===== src/rtl/cmd_frame_pkg.sv =====
// rtl/cmd_frame_pkg.sv - shared types and constants for the command frame parser
package cmd_frame_pkg;

  typedef enum logic [2:0] {
    ST_IDLE    = 3'd0,
    ST_SEL     = 3'd1,
    ST_PAYLOAD = 3'd2,
    ST_CSUM    = 3'd3,
    ST_TRAIL   = 3'd4
  } state_t;

  typedef enum logic [1:0] {
    ERR_NONE    = 2'd0,
    ERR_TRAILER = 2'd1,
    ERR_CSUM    = 2'd2,
    ERR_TIMEOUT = 2'd3
  } err_code_t;

  localparam logic [7:0] DEF_HDR_BYTE = 8'hAA;
  localparam logic [7:0] DEF_TRL_BYTE = 8'h55;
  localparam int         TIMEOUT_W    = 24;

  // Payload index width; a single-byte payload still needs a 1-bit counter.
  function automatic int idx_width(input int n);
    return (n > 1) ? $clog2(n) : 1;
  endfunction

endpackage


===== src/rtl/cmd_frame_parser_if.sv =====
// rtl/cmd_frame_parser_if.sv - byte input and decoded frame outputs of the parser
interface cmd_frame_parser_if #(
  parameter int PAYLOAD_BYTES = 2
);
  logic [7:0]                 rx_data;
  logic                       rx_valid;
  logic [7:0]                 exp_sel;
  logic [8*PAYLOAD_BYTES-1:0] logic_in;
  logic                       frame_valid;
  logic                       frame_err;
  logic [1:0]                 err_code;

  modport master (
    output rx_data, rx_valid,
    input  exp_sel, logic_in, frame_valid, frame_err, err_code
  );

  modport slave (
    input  rx_data, rx_valid,
    output exp_sel, logic_in, frame_valid, frame_err, err_code
  );
endinterface


===== src/rtl/frame_timeout_ctr.sv =====
// rtl/frame_timeout_ctr.sv - inter-byte gap counter that flags a stalled frame
module frame_timeout_ctr
  import cmd_frame_pkg::*;
#(
  parameter int TIMEOUT_CYC = 1_000_000
) (
  input  logic clk,
  input  logic rst,
  input  logic clear,
  input  logic enable,
  output logic expired
);

  localparam logic [TIMEOUT_W-1:0] LAST_CNT = TIMEOUT_W'(TIMEOUT_CYC - 1);

  logic [TIMEOUT_W-1:0] count;

  always_ff @(posedge clk) begin
    if (rst || clear) begin
      count <= '0;
    end else if (enable) begin
      count <= count + TIMEOUT_W'(1);
    end
  end

  // Flags the cycle in which the count would reach TIMEOUT_CYC; a byte in that
  // same cycle asserts clear and wins.
  assign expired = enable && !clear && (count == LAST_CNT);

endmodule


===== src/rtl/cmd_frame_parser.sv =====
// rtl/cmd_frame_parser.sv - UART command frame parser with checksum and timeout
module cmd_frame_parser
  import cmd_frame_pkg::*;
#(
  parameter int         PAYLOAD_BYTES = 2,
  parameter logic [7:0] HDR_BYTE      = DEF_HDR_BYTE,
  parameter logic [7:0] TRL_BYTE      = DEF_TRL_BYTE,
  parameter bit         CSUM_EN       = 1'b1,
  parameter int         TIMEOUT_CYC   = 1_000_000
) (
  input logic                tclk,
  input logic                rst,
  cmd_frame_parser_if.slave  bus
);

  localparam int                CNT_W    = idx_width(PAYLOAD_BYTES);
  localparam logic [CNT_W-1:0]  LAST_IDX = CNT_W'(PAYLOAD_BYTES - 1);

  state_t                     state;
  logic [CNT_W-1:0]           byte_cnt;
  logic [7:0]                 csum;
  logic [7:0]                 sel_sh;
  logic [7:0]                 pay_sh [PAYLOAD_BYTES];
  logic [8*PAYLOAD_BYTES-1:0] pay_vec;

  logic [7:0]                 exp_sel_r;
  logic [8*PAYLOAD_BYTES-1:0] logic_in_r;
  logic                       frame_valid_r;
  logic                       frame_err_r;
  logic [1:0]                 err_code_r;

  logic [7:0] rx_data;
  logic       rx_valid;
  logic       expired;

  assign rx_data  = bus.rx_data;
  assign rx_valid = bus.rx_valid;

  frame_timeout_ctr #(
    .TIMEOUT_CYC (TIMEOUT_CYC)
  ) u_timeout (
    .clk     (tclk),
    .rst     (rst),
    .clear   (rx_valid || (state == ST_IDLE)),
    .enable  (state != ST_IDLE),
    .expired (expired)
  );

  // First received payload byte lands in the most significant byte.
  always_comb begin
    pay_vec = '0;
    for (int i = 0; i < PAYLOAD_BYTES; i++) begin
      pay_vec[8*(PAYLOAD_BYTES-1-i) +: 8] = pay_sh[i];
    end
  end

  always_ff @(posedge tclk) begin
    if (rst) begin
      state         <= ST_IDLE;
      byte_cnt      <= '0;
      csum          <= '0;
      sel_sh        <= '0;
      for (int i = 0; i < PAYLOAD_BYTES; i++) begin
        pay_sh[i] <= '0;
      end
      exp_sel_r     <= '0;
      logic_in_r    <= '0;
      frame_valid_r <= 1'b0;
      frame_err_r   <= 1'b0;
      err_code_r    <= ERR_NONE;
    end else begin
      frame_valid_r <= 1'b0;
      frame_err_r   <= 1'b0;
      if (rx_valid) begin
        case (state)
          ST_IDLE: begin
            byte_cnt <= '0;
            if (rx_data == HDR_BYTE) begin
              state <= ST_SEL;
            end
          end
          ST_SEL: begin
            sel_sh   <= rx_data;
            csum     <= rx_data;
            byte_cnt <= '0;
            state    <= ST_PAYLOAD;
          end
          ST_PAYLOAD: begin
            pay_sh[byte_cnt] <= rx_data;
            csum             <= csum ^ rx_data;
            if (byte_cnt == LAST_IDX) begin
              byte_cnt <= '0;
              state    <= CSUM_EN ? ST_CSUM : ST_TRAIL;
            end else begin
              byte_cnt <= byte_cnt + CNT_W'(1);
            end
          end
          ST_CSUM: begin
            if (rx_data != csum) begin
              frame_err_r <= 1'b1;
              err_code_r  <= ERR_CSUM;
              state       <= ST_IDLE;
            end else begin
              state <= ST_TRAIL;
            end
          end
          ST_TRAIL: begin
            if (rx_data == TRL_BYTE) begin
              exp_sel_r     <= sel_sh;
              logic_in_r    <= pay_vec;
              frame_valid_r <= 1'b1;
            end else begin
              frame_err_r <= 1'b1;
              err_code_r  <= ERR_TRAILER;
            end
            state <= ST_IDLE;
          end
          default: state <= ST_IDLE;
        endcase
      end else if (expired) begin
        frame_err_r <= 1'b1;
        err_code_r  <= ERR_TIMEOUT;
        byte_cnt    <= '0;
        state       <= ST_IDLE;
      end
    end
  end

  assign bus.exp_sel     = exp_sel_r;
  assign bus.logic_in    = logic_in_r;
  assign bus.frame_valid = frame_valid_r;
  assign bus.frame_err   = frame_err_r;
  assign bus.err_code    = err_code_r;

endmodule


===== src/flat_wrapper.sv =====
// flat-port wrapper written by rule: the top's interface ports become plain ports
module cmd_frame_parser_flat import cmd_frame_pkg::*;
#(
  parameter int         PAYLOAD_BYTES = 2,
  parameter logic [7:0] HDR_BYTE      = DEF_HDR_BYTE,
  parameter logic [7:0] TRL_BYTE      = DEF_TRL_BYTE,
  parameter bit         CSUM_EN       = 1'b1,
  parameter int         TIMEOUT_CYC   = 1_000_000
)
  (tclk, rst, bus_rx_data, bus_rx_valid, bus_exp_sel, bus_logic_in, bus_frame_valid, bus_frame_err, bus_err_code);
  cmd_frame_parser_if #(.PAYLOAD_BYTES(PAYLOAD_BYTES)) bus_i ();
  input logic tclk;
  input logic rst;
  input wire logic [$bits(bus_i.rx_data)-1:0] bus_rx_data;
  input wire logic [$bits(bus_i.rx_valid)-1:0] bus_rx_valid;
  output wire logic [$bits(bus_i.exp_sel)-1:0] bus_exp_sel;
  output wire logic [$bits(bus_i.logic_in)-1:0] bus_logic_in;
  output wire logic [$bits(bus_i.frame_valid)-1:0] bus_frame_valid;
  output wire logic [$bits(bus_i.frame_err)-1:0] bus_frame_err;
  output wire logic [$bits(bus_i.err_code)-1:0] bus_err_code;
  assign bus_i.rx_data = bus_rx_data;
  assign bus_i.rx_valid = bus_rx_valid;
  assign bus_exp_sel = bus_i.exp_sel;
  assign bus_logic_in = bus_i.logic_in;
  assign bus_frame_valid = bus_i.frame_valid;
  assign bus_frame_err = bus_i.frame_err;
  assign bus_err_code = bus_i.err_code;
  cmd_frame_parser #(.PAYLOAD_BYTES(PAYLOAD_BYTES), .HDR_BYTE(HDR_BYTE), .TRL_BYTE(TRL_BYTE), .CSUM_EN(CSUM_EN), .TIMEOUT_CYC(TIMEOUT_CYC)) u_core (.tclk(tclk), .rst(rst), .bus(bus_i));
endmodule

===== config.mk =====
export PLATFORM = sky130hd
export DESIGN_NAME = cmd_frame_parser_flat
export DESIGN_NICKNAME = d
export VERILOG_FILES = /design/src/rtl/cmd_frame_pkg.sv /design/src/rtl/cmd_frame_parser_if.sv /design/src/rtl/frame_timeout_ctr.sv /design/src/rtl/cmd_frame_parser.sv /design/src/flat_wrapper.sv
export SDC_FILE = /design/constraint.sdc
export NUM_CORES = 1
export LEC_CHECK = 0
export CAP_MARGIN = 20
export CORE_MARGIN = 8
export CORE_UTILIZATION = 50
export DETAILED_ROUTE_END_ITERATION = 6
export PLACE_DENSITY = 0.74
export SYNTH_ARGS = -nofsm -noshare
export SYNTH_HDL_FRONTEND = slang
export SYNTH_SLANG_ARGS = --single-unit

===== constraint.sdc =====
create_clock -name tclk -period 1.8 [get_ports tclk]
set_input_delay 0.18 -clock tclk [delete_from_list [all_inputs] [get_ports tclk]]
set_output_delay 0.18 -clock tclk [all_outputs]
set_load 0.03 [all_outputs]

# [After elaboration in Yosys (flattened, before gate mapping)]
# Memory sizes are Yosys's and may differ from the RTL's. A register that Yosys moved wholly into a read port is not among the register bits.
# Index checks and enable logic that the tools add are counted.
[classes] add_sub_neg=2 eq_ne=14 muxes=31 bitwise_logic=3 reduce_logical=18
[op_table] cell="$add 24x1->24 const B" n=1
[op_table] cell="$eq 24x20->1 const B" n=1
[op_table] cell="$mux 1" n=16
[op_table] cell="$pmux 8 s2" n=1
[op_table] cell="$mux 3" n=5
[op_table] cell="$pmux 3 s4" n=1
[op_table] cell="$ne 3x2->1 const B" n=3
[op_table] cell="$eq 8x7->1 const B" n=1
[op_table] cell="$eq 8x8->1 const B" n=1
[op_table] cell="$mux 2" n=4
[op_table] cell="$mux 8" n=1
[op_table] cell="$ne 8x8->1" n=1
[op_table] cell="$reduce_or 8->1" n=1
[op_table] cell="$xor 8x8->8" n=1
[op_table] cell="$eq 3x2->1 const B" n=2
[op_table] cell="$ne 3x3->1 const B" n=2
[op_table] cell="$reduce_and 2->1" n=3
[op_table] cell="$reduce_and 3->1" n=2
[op_table] cell="$pmux 1 s2" n=2
[op_table] cell="$pmux 2 s2" n=1
[op_table] cell="$reduce_and 4->1" n=1
[op_table] cell="$reduce_bool 2->1" n=2
[op_table] cell="$eq 3x1->1 const B" n=1
[op_table] cell="$eq 3x3->1 const B" n=1
[op_table] cell="other kinds (10)" n=13
[totals] register_bits=56 ramBits=16 in_bits=11 output_inout_bits=28 word_cells=78 n_memories=1
[memory_table] name="u_core.pay_sh" depth=2 word_bits=8 rd=2 rd_clocked_by_memory_dff=2 write_ports=2 line_no="cmd_frame_parser.sv:23" rtl="logic [7:0] pay_sh [PAYLOAD_BYTES];"

# [Depth between registers and ports, before layout]
[logic_depth] ltp_word=7 ltp_mapped=7 ltp_nobuf=5

# [Hierarchy]
# Synthesis repeated with hierarchy kept, for this count alone.
[hier_totals] hier_cells=400 area_unflattened_um2=3876.2
[modules_own_cells] mod="cmd_frame_parser" n_inst=1 cells_per_inst=265 area_each_um2=2721.4 seq_area_each_um2=1441.4
[modules_own_cells] mod="frame_timeout_ctr" n_inst=1 cells_per_inst=135 area_each_um2=1154.9 seq_area_each_um2=480.5

# [Worst setup path after synthesis]
# No wires, ideal clock.
[synth_path] kind="reg2reg" startpoint="register u_core.state[0]" endpoint="memory u_core.pay_sh[0][0] (enable)" setup_time_ns=0.384 arrival_time_ns=1.340 required_time_ns=1.416 setup_slack_ns=0.076 stages_incl_launch_ff=5 n_path_buf=1 synth_period_minus_slack_ns=1.724 path_cell_list="dfxtp_1 buf_2 nor2_1 nand3_1 o21ai_0"
[synth_lines] item="start: declaration" line_no="cmd_frame_parser.sv:19" rtl="state_t state;"
[synth_lines] item="start signal: assignment" line_no="cmd_frame_parser.sv:93" rtl="state <= CSUM_EN ? ST_CSUM : ST_TRAIL;"
[synth_lines] item="end: declaration" line_no="cmd_frame_parser.sv:23"

# [Worst setup path in the final report]
[layout_path] startpoint="register u_core.state[0]" endpoint="register u_core.frame_err_r (netlist: u_core.bus.frame_err)"
[layout_between] elab_chain_cells=7 elab_cells_between_ends=11 cone_classes="eq/ne: 2; mux: 3; reduce/logical: 6"
[layout_lines] item="$logic_not 3->1" line_no="cmd_frame_parser.sv:44" rtl=".clear (rx_valid || (state == ST_IDLE)),"
[layout_lines] item="$logic_or 1x1->1" line_no="cmd_frame_parser.sv:44"
[layout_lines] item="$logic_not 1->1" line_no="frame_timeout_ctr.sv:28" rtl="assign expired = enable && !clear && (count == LAST_CNT);"
[layout_lines] item="$logic_and 1x1->1 (2 in series)" line_no="frame_timeout_ctr.sv:28"
[layout_lines] item="$mux 1" line_no="cmd_frame_parser.sv:120" rtl="end else if (expired) begin"
[layout_lines] item="$mux 1 *" line_no="cmd_frame_parser.sv:74" rtl="if (rx_valid) begin"
[layout_lines] item="end signal: assignment" line_no="cmd_frame_parser.sv:69" rtl="frame_err_r <= 1'b0;"
[layout_lines] item="end signal: assignment" line_no="cmd_frame_parser.sv:73" rtl="frame_err_r <= 1'b0;"
[layout_lines] item="end signal: assignment" line_no="cmd_frame_parser.sv:121" rtl="frame_err_r <= 1'b1;"
[layout_lines] item="end: declaration" line_no="cmd_frame_parser.sv:29" rtl="logic frame_err_r;"
# Mark *: on every way between the ends. The rest lies on a longest branch, timed or not.
# A chain may end at the register's enable or synchronous reset.

==> flow_summary_export.csv <==
group,metric,value,unit
yosys,yosys_warnings,0,
clock_tree,cts.sinks,88,
final_layout,multi_input_area,1860,sq um
clock_tree,cts_tree,"yes",
timing,max_freq,587,MHz
final_layout,design_area,4870,sq um
setup_path,cp.required,2.04,ns
global_route,grt_pass1_vias,3009,
setup_path,crit_path_end_kind,"flop",
global_route,grt_usage,16.6,%
pwr,vdd_drop_max,0.365,mV
timing,maxSlewViolCount,0,
setup_path,setup.worst_path.start_class,"flop",
setup_path,cp.arrival,1.94,ns
routing,vias,3181,
routing,vias_per_cell,5.47,
yosys,netlist_area,3910,sq um
yosys,ys_seq_area_share,49.2,%
final_layout,n_antenna_cell,0,
placed_design,dp_hpwl,6.42,mm
setup_path,path_class,"flop to flop",
die,die_x,104,um
die,ios,39,
global_route,overflow,0,
timing,fin_skew,0.00955,ns
pwr,p_per_area,727,nW/um^2
yosys,syn_nets,417,
placed_design,placed_area,4660,sq um
die,fp-row-count,32,
clock_tree,cts_max_level,3,
die,die_h,104,um
routing,wirelength,8.83,mm
final_layout,regArea,1920,sq um
yosys,synth_top_cell_by_area,"dfxtp_1",
yosys,synth_edf_count,16,
timing,finalSetupViolCount,0,
yosys,synth_top_area_share,36.9,%
yosys,syn_area_per_cell,9.65,sq um
timing,hold_violations,0,
timing,worst_pin_slew,0.463,ns
final_layout,fillers,624,
placed_design,dp.cells,566,
clock_tree,clkTransAtPathRegs,0.09,ns
final_layout,fin_cells,582,
die,initial_core_util,51.1,%
yosys,synth_area_leaders,"dfxtp_1 (37%), edfxtp_1 (12%), mux2i_1 (9.0%)",
yosys,synth-main-ff-cell,"dfxtp_1",
clock_tree,clock_latency,0.36,ns
global_route,grt_start_max_net_pins,45,
placed_design,numPortBuffers,38,
routing,drt_first_pass_iters,4,
routing,wl_per_cell,15.2,um
pwr,p_leak,1.91,nW
routing,drt_iter0_markers,147,
routing,ant_nets,0,
worst_hold_path,hold_class,"input pin to flop",
yosys,synth-seq-cells,88,
global_route,grt_pass1_wl,15.0,mm
final_layout,syn2layout_area_growth,24.8,%
yosys,synth_cell_types,47,
routing,route.detailed.drc,0,
outcome,status,"finished, final reports clean",
setup_path,cp_max_fo,7,
timing,slew_headroom,69.2,%
clock_tree,cts_buffer_depth,2,
placed_design,routabilityCongestion,0.837,
timing,finalWorstPathRequiredPeriod,1.70,ns
global_route,antenna_found_initial,0,
clock_tree,post-cts-setup-buffers,0,
die,dieArea,10900,sq um
yosys,synth_most_common_cell,"dfxtp_1",
yosys,synthTopCellsByCount,"dfxtp_1 (72), nor2_1 (54), mux2i_1 (35)",
timing,finalCritPeriodShare,94.6,%
clock_tree,cts_buffers,9,
yosys,ys_async_sr_fraction,0,%
clock_tree,root_buffer,"clkbuf_8",
final_layout,drive_gt1_share,16.0,%
run,drv_cap,0,
yosys,syn_inst,405,
final_layout,fin_nets,487,
clock_tree,hold_buffers,0,
die,core,7650,sq um
[final timing paths]
path                        startpoint  slack (ns)                        end  depth (start not counted)
max                    u_core.state[0]         0.1       u_core.bus.frame_err                          6
min                                rst        0.12     u_core.bus.err_code[0]                          2
max reg2reg            u_core.state[0]         0.1       u_core.bus.frame_err                          6
min reg2reg  u_core.u_timeout.count[0]        0.44  u_core.u_timeout.count[0]                          1
[critical path: stages, from the launching register on]
cell and delay [ns]:
dfxtp_1 0.37, o31a_2 0.36, buf_4 0.16, nand2_1 0.14, nor3_1 0.07, buf_4 0.15
o31a_1 0.32
[final cells by class]
type                    count  share of cell area (%)
flip-flops and latches     88                    39.4
multi-input cells         288                    38.2
repair buffers             84                    15.3
well taps                 102                    2.62
clock buffers               9                    2.54
clock inverters             7                    1.59
inverters                   4                   0.308
[kinds of logic (layout without fill, tap and decap cells)]
logic type | Yosys count | count (layout) | synth area share, %
compound gates | 65 | 65 | 10.2
mux | 35 | 35 | 8.97
flops | 88 | 88 | 49.2
simple gates | 171 | 171 | 24.1
fa+ha+maj | 1 | 1 | 0.320
xor+xnor | 16 | 16 | 3.59
buf+inv | 29 | 104 | 3.56
[what timing repair did]
item,4_1_cts,5_1_grt
hold endpoints to repair,0,0
setup endpoints to repair,0,6
resized for setup,0,3
[state kept, by name, indices dropped and copies added, names as in the netlist]
name	cells
u_core.bus.exp_sel	8
bus_logic_in	16
u_core.state	3
u_core.byte_cnt	1
u_core.bus.frame_err	1
u_core.u_timeout.count	24
u_core.bus.frame_valid	1
u_core.pay_sh	16
u_core.sel_sh	8
u_core.bus.err_code	2
u_core.csum	8
[cell usage in the layout, fill, tap and decap left out, types with 2 or more instances in the layout]
cell	synthesis	routed
a41o_1	2	2
a211oi_1	2	2
nor3_1	15	15
edfxtp_1	16	16
o21ai_0	21	21
inv_6	0	3
buf_12	0	2
xnor2_1	2	2
or4_1	6	6
nor4_2	0	2
nand3_2	1	2
nor2_1	54	54
or4bb_1	2	2
and4bb_2	3	3
o21a_1	5	5
o31ai_1	9	9
nand4_1	8	8
clkbuf_8	0	9
nand2_1	10	10
and4_1	4	4
nand2b_1	5	5
clkdlybuf4s50_1	0	37
o31a_1	3	3
or3_1	4	4
xor2_1	14	14
a21oi_1	19	19
and2_1	28	28
mux2i_1	35	35
nor4_1	8	6
inv_1	4	4
nand3_1	12	11
dfxtp_1	72	72
buf_4	2	44
[stage by stage]
step	setup TNS [ns]	util [%]	hold slack [ns]	setup slack [ns]	power, mW
after CTS	0	63.5	0.108	0.0451	3.58
after detailed placement	-1.69	60.9	0.433	-0.154	2.20
after global placement	-0.373	60.9	0.426	-0.135	2.19
after floorplan	0	-	0.327	0.0759	2.11
final	0	63.7	0.124	0.0976	3.55
after global routing	-0.0272	63.7	0.141	-0.0160	3.68
[routing by layer]
| metal | vias to the layer above | wire length (um) | global-route usage [%] |
|---|---|---|---|
| met3 | 13 | 404 | 3.41 |
| met5 | - | 0 | 0 |
| met1 | 1512 | 3970 | 21.0 |
| met2 | 70 | 4310 | 26.7 |
| met4 | 0 | 144 | 6.62 |
| li1 | 1586 | - | - |
[report_power, final]
| group | internal, mW | switching (mW) |
|---|---|---|
| Combinational | 0.0608 | 0.0737 |
| Clock | 0.656 | 0.740 |
| Sequential | 2.01 | 0.00386 |
No activity file was read; power rests on OpenSTA's default activity.
